[config.mk]
export PLATFORM = sky130hd
export DESIGN_NAME = mux4_rr_arbiter
export DESIGN_NICKNAME = d
export VERILOG_FILES = /design/src/rtl/mux_arb_pkg.sv /design/src/rtl/rr_pick4.sv /design/src/rtl/mux4_rr_arbiter.sv
export SDC_FILE = /design/constraint.sdc
export NUM_CORES = 1
export LEC_CHECK = 0
export CAP_MARGIN = 20
export CORE_MARGIN = 4
export CORE_UTILIZATION = 30
export CTS_CLUSTER_SIZE = 12
export DETAILED_ROUTE_END_ITERATION = 8
export GPL_TIMING_DRIVEN = 1
export PLACE_DENSITY = 0.51
export SYNTH_ARGS = -nofsm -noshare
export SYNTH_HDL_FRONTEND = slang
export SYNTH_SLANG_ARGS = --single-unit
[constraint.sdc]
create_clock -name clk -period 2.7 [get_ports clk]
set_clock_uncertainty 0.15 [all_clocks]
set_input_delay 0.81 -clock clk [delete_from_list [all_inputs] [get_ports clk]]
set_output_delay 0.81 -clock clk [all_outputs]
set_load 0.03 [all_outputs]
[src/rtl/mux_arb_pkg.sv]
// Shared constants, state type and helpers for the 4-source round-robin mux arbiter.
package mux_arb_pkg;

  localparam int N_SRC = 4;
  localparam int SEL_W = 2;

  typedef enum logic {IDLE, GRANT} arb_state_t;

  function automatic logic [N_SRC-1:0] onehot(input logic [SEL_W-1:0] idx);
    logic [N_SRC-1:0] v;
    v      = '0;
    v[idx] = 1'b1;
    return v;
  endfunction

endpackage

[src/rtl/rr_pick4.sv]
// Combinational rotating-priority picker: first set request after 'last',
// optionally skipping one excluded source (the current owner on preemption).
module rr_pick4
  import mux_arb_pkg::*;
(
  input  logic [N_SRC-1:0] req,
  input  logic [SEL_W-1:0] last,
  input  logic             excl_en,
  input  logic [SEL_W-1:0] excl,
  output logic             any,
  output logic [SEL_W-1:0] idx
);

  logic [SEL_W-1:0] cand;

  // Walk from lowest to highest priority so the last hit written wins;
  // offset N_SRC wraps back onto 'last' itself, the lowest priority slot.
  always_comb begin
    any  = 1'b0;
    idx  = last;
    cand = '0;
    for (int k = N_SRC; k >= 1; k--) begin
      cand = last + SEL_W'(k);
      if (req[cand] && !(excl_en && (cand == excl))) begin
        any = 1'b1;
        idx = cand;
      end
    end
  end

endmodule

[src/rtl/mux4_rr_arbiter.sv]
// Round-robin arbiter sharing a 4:1 single-bit select among four requesters,
// with a bounded hold time and a registered copy of the selected data bit.
module mux4_rr_arbiter
  import mux_arb_pkg::*;
#(
  parameter int MAX_HOLD = 4
) (
  input  logic             clk,
  input  logic             rst_n,
  input  logic [N_SRC-1:0] req,
  input  logic [N_SRC-1:0] din,
  output logic [N_SRC-1:0] gnt,
  output logic             s1,
  output logic             s0,
  output logic             y,
  output logic             y_vld
);

  localparam int HOLD_W = $clog2(MAX_HOLD + 1);

  arb_state_t       state;
  logic [SEL_W-1:0] last;
  logic [SEL_W-1:0] sel;
  logic [HOLD_W-1:0] hold_cnt;
  logic             pick_any;
  logic [SEL_W-1:0] pick_idx;
  logic             owner_req;
  logic             at_max;

  // While granted, 'last' is the owner; excluding it makes pick_any mean
  // "someone else is waiting", which serves both release and preemption.
  rr_pick4 u_pick (
    .req     (req),
    .last    (last),
    .excl_en (state == GRANT),
    .excl    (last),
    .any     (pick_any),
    .idx     (pick_idx)
  );

  assign owner_req = req[last];
  assign at_max    = (hold_cnt == HOLD_W'(MAX_HOLD));
  assign s1        = sel[1];
  assign s0        = sel[0];

  always_ff @(posedge clk or negedge rst_n) begin
    if (!rst_n) begin
      state    <= IDLE;
      last     <= SEL_W'(N_SRC - 1);
      hold_cnt <= '0;
      gnt      <= '0;
      sel      <= '0;
      y        <= 1'b0;
      y_vld    <= 1'b0;
    end else begin
      y_vld <= |gnt;
      if (|gnt) y <= din[sel];

      if (state == IDLE) begin
        if (pick_any) begin
          gnt      <= onehot(pick_idx);
          sel      <= pick_idx;
          last     <= pick_idx;
          hold_cnt <= HOLD_W'(1);
          state    <= GRANT;
        end
      end else if (!owner_req) begin
        if (pick_any) begin
          gnt      <= onehot(pick_idx);
          sel      <= pick_idx;
          last     <= pick_idx;
          hold_cnt <= HOLD_W'(1);
        end else begin
          gnt      <= '0;
          hold_cnt <= '0;
          state    <= IDLE;
        end
      end else if (at_max && pick_any) begin
        gnt      <= onehot(pick_idx);
        sel      <= pick_idx;
        last     <= pick_idx;
        hold_cnt <= HOLD_W'(1);
      end else if (!at_max) begin
        hold_cnt <= hold_cnt + HOLD_W'(1);
      end
    end
  end

endmodule

==> results of run 1 <==
==> power by group <==
part	switching (mW)	internal [mW]	total (mW)
Clock	0.0678	0.0820	0.150
Combinational	0.355	0.383	0.738
Sequential	0.0978	0.315	0.413
Total	0.520	0.779	1.30
==> critical path, cell delays in order <==
cell and delay (ns):
clkdlybuf4s50_1 0.43, mux4_2 0.52, nand2_4 0.11, a31oi_4 0.05, or2_4 0.26, a22o_1 0.22
==> final timing paths <==
path	endpoint	start
max in group asynchronous	hold_cnt[1]$_DFFE_PN0P_	rst_n
hold reg to reg	y$_DFFE_PN0P_	y$_DFFE_PN0P_
setup reg to reg	gnt[2]$_DFFE_PN0P_	last[0]$_DFFE_PN1P_
hold / removal	y$_DFFE_PN0P_	y$_DFFE_PN0P_
min in group asynchronous	y$_DFFE_PN0P_	rst_n
setup / recovery	gnt[2]$_DFFE_PN0P_	req[0]
==> kinds of logic (layout without fill, tap and decap cells) <==
| kind of cell | after synthesis | count (layout) | share of synthesized area (%) |
|---|---|---|---|
| flip-flops | 14 | 14 | 41.1 |
| buffers and inverters | 11 | 39 | 6.27 |
| multiplexers | 7 | 7 | 11.4 |
| AO/OA/AOI/OAI | 22 | 22 | 21.0 |
| adder cells (fa/ha/maj) | 2 | 2 | 2.91 |
| AND/OR/NAND/NOR | 24 | 24 | 17.3 |
==> per-layer routing <==
metal,global-route usage [%],up-vias
met5,0,-
met4,6.36,0
met3,2.31,4
met2,17.8,14
met1,12.3,330
li1,-,356
==> synth_stat cells <==
master,n
inv_1,8
nand4b_1,1
a32oi_1,1
a22o_1,2
nor3_1,2
nor2_4,1
ha_1,2
mux2_2,2
o21ai_0,5
a31oi_4,1
mux2i_1,3
or4_1,1
a31o_2,1
o21ai_2,1
a311oi_1,1
o21ba_2,2
nand2_4,1
nor3_2,1
a22oi_1,1
mux4_2,2
or2_4,1
nor4_2,1
a21oi_1,2
and2_1,1
dfrtp_1,12
nor2_1,3
buf_2,1
nor2b_1,2
a32o_1,2
o221ai_1,1
buf_6,1
a211oi_1,2
nand3_1,1
and2_2,1
buf_4,1
nand2_1,7
dfstp_2,2
==> cells in the final DEF, fill, tap and decap left out, types with 2 or more instances in the layout <==
master,synthesis,routed
clkdlybuf4s50_1,0,17
dfrtp_1,12,12
buf_4,1,10
inv_1,8,8
nand2_1,7,7
o21ai_0,5,5
nor2_1,3,3
mux2i_1,3,3
clkbuf_4,0,3
nor2b_1,2,2
nor3_1,2,2
mux4_2,2,2
a211oi_1,2,2
a22o_1,2,2
a32o_1,2,2
o21ba_2,2,2
a21oi_1,2,2
mux2_2,2,2
ha_1,2,2
dfstp_2,2,2
==> per-stage QoR <==
step	total power, mW	setup slack, ns	std cells	util (%)	cell area, um^2
after floorplan	0.914	0.311	80	-	858
after global placement	1.15	0.0403	135	40.9	1120
after detailed placement	1.16	0.0281	135	40.9	1120
after CTS	1.31	0.325	139	42.2	1150
after global routing	1.40	0.231	139	42.2	1150
final	1.30	0.321	139	42.2	1150
==> sequential cells by signal, indices dropped and copies added, names as in the netlist <==
| name | flops |
|---|---|
| state | 1 |
| sel | 2 |
| y | 1 |
| gnt | 4 |
| hold_cnt | 3 |
| y_vld | 1 |
| last | 2 |
==> area by class of cell <==
cell class	count	area (um^2)	area share [%]
clock buffer	4	36.3	3.14
multi-input combinational	55	452	39.1
sequential	14	353	30.6
tap	31	38.8	3.36
inverter	8	30.0	2.60
timing repair buffer	27	245	21.2
==> flow_metrics.tcl, run 1 <==
set metrics [dict create \
    drtIter0Drc 24 \
    synth_nets 92 \
    crit_path_max_fanout 4 \
    ctsResizeCount 0 \
    yosysSeqAreaShare_pct 41.1 \
    max_freq_ghz 0.420 \
    critPathLaunchType "primary input" \
    synth_top_area_share_pct 35.0 \
    globalplace.congestion 0.780 \
    syn_inst 80 \
    fp.dieH_um 61.5 \
    wire_per_inst_um 12.7 \
    fill_cells 275 \
    critPathCaptureType "register" \
    ys_warn_count 0 \
    grt_pass1_vias 677 \
    yosysTopAreaCell "dfrtp_1" \
    grt_pass1_wl_um 2930 \
    clock-sinks 14 \
    synth_seq_cells 14 \
    fin_crit_sh_pct 88.1 \
    drtPass1Iterations 4 \
    diodes 0 \
    nets 121 \
    synth_area_um2 858 \
    grtUsageTotal_pct 10.6 \
    cp.arrival_ns 2.40 \
    root_buffer "clkbuf_4" \
    worstMarginPinSlew_ns 0.630 \
    ff2ff_setup_slack_ns 0.61 \
    whs_ns 0.367 \
    clk_path_buf_depth 2 \
    ys_types 37 \
    power_density_nw_per_um2 1130 \
    rsz0062_at_grt "false" \
    tns_ns 0 \
    p_leak_nw 0.498 \
    drc 0 \
    clk_pin_slew_ns 0.08 \
    start_util_pct 31.4 \
    worst_r2r_path_depth 5 \
    hp-class "reg2reg" \
    vias_per_cell 5.06 \
    wl_met2_um 818 \
    num_rows 19 \
    drive_gt1_share_pct 28.7 \
    cp.required_ns 2.72 \
    dieArea_um2 3780 \
    grt_antenna_before_repair 0 \
    synthTopCellsByArea "dfrtp_1, dfstp_2, mux4_2" \
    outcome "complete, no violations" \
    grt_max_degree 15 \
    grt_remaining_overflow 0 \
    syn_area_per_cell_um2 10.7 \
    cts_hold_buf 0 \
    hold_viol 0 \
    finalCriticalPeriod_ns 2.38 \
    io_buffers 17 \
    route.met3.wl_um 76 \
    maxCapViolations 0 \
    cts_setup_buffers 0 \
    fp.dieW_um 61.5 \
    setup_viol 0 \
    wl_met1_um 819 \
    htreeDepth 1 \
    wirelength_um 1760 \
    hold_path_depth 1 \
    ant_nets 0 \
    core-area_um2 2730 \
    critical_path_class "in2reg" \
    cts-buffers-inserted 3 \
    ios 18 \
    cts_tree "done" \
    syn_to_final_growth_pct 34.5 \
    vdd_ir_drop_max_mv 0.523 \
    final-max-slew-violation-count 0 \
    top_layer "met4" \
    max_slew_margin_pct 57.9 \
    clkLatencyLatePin_ns 0.28 \
    dpl.hpwl_um 1460 \
    via_count 704 \
]
Power figures use the tool's default switching activity.
==> inputs of run 2 (changes only) <==
--- a/config.mk
+++ b/config.mk
@@ -12,6 +12,7 @@
 export DETAILED_ROUTE_END_ITERATION = 8
 export GPL_TIMING_DRIVEN = 1
 export PLACE_DENSITY = 0.51
+export SLEW_MARGIN = 20
 export SYNTH_ARGS = -nofsm -noshare
 export SYNTH_HDL_FRONTEND = slang
 export SYNTH_SLANG_ARGS = --single-unit
==> results of run 2 <==
Same layout as run 1: the final DEF is identical, and so are final timing and power.
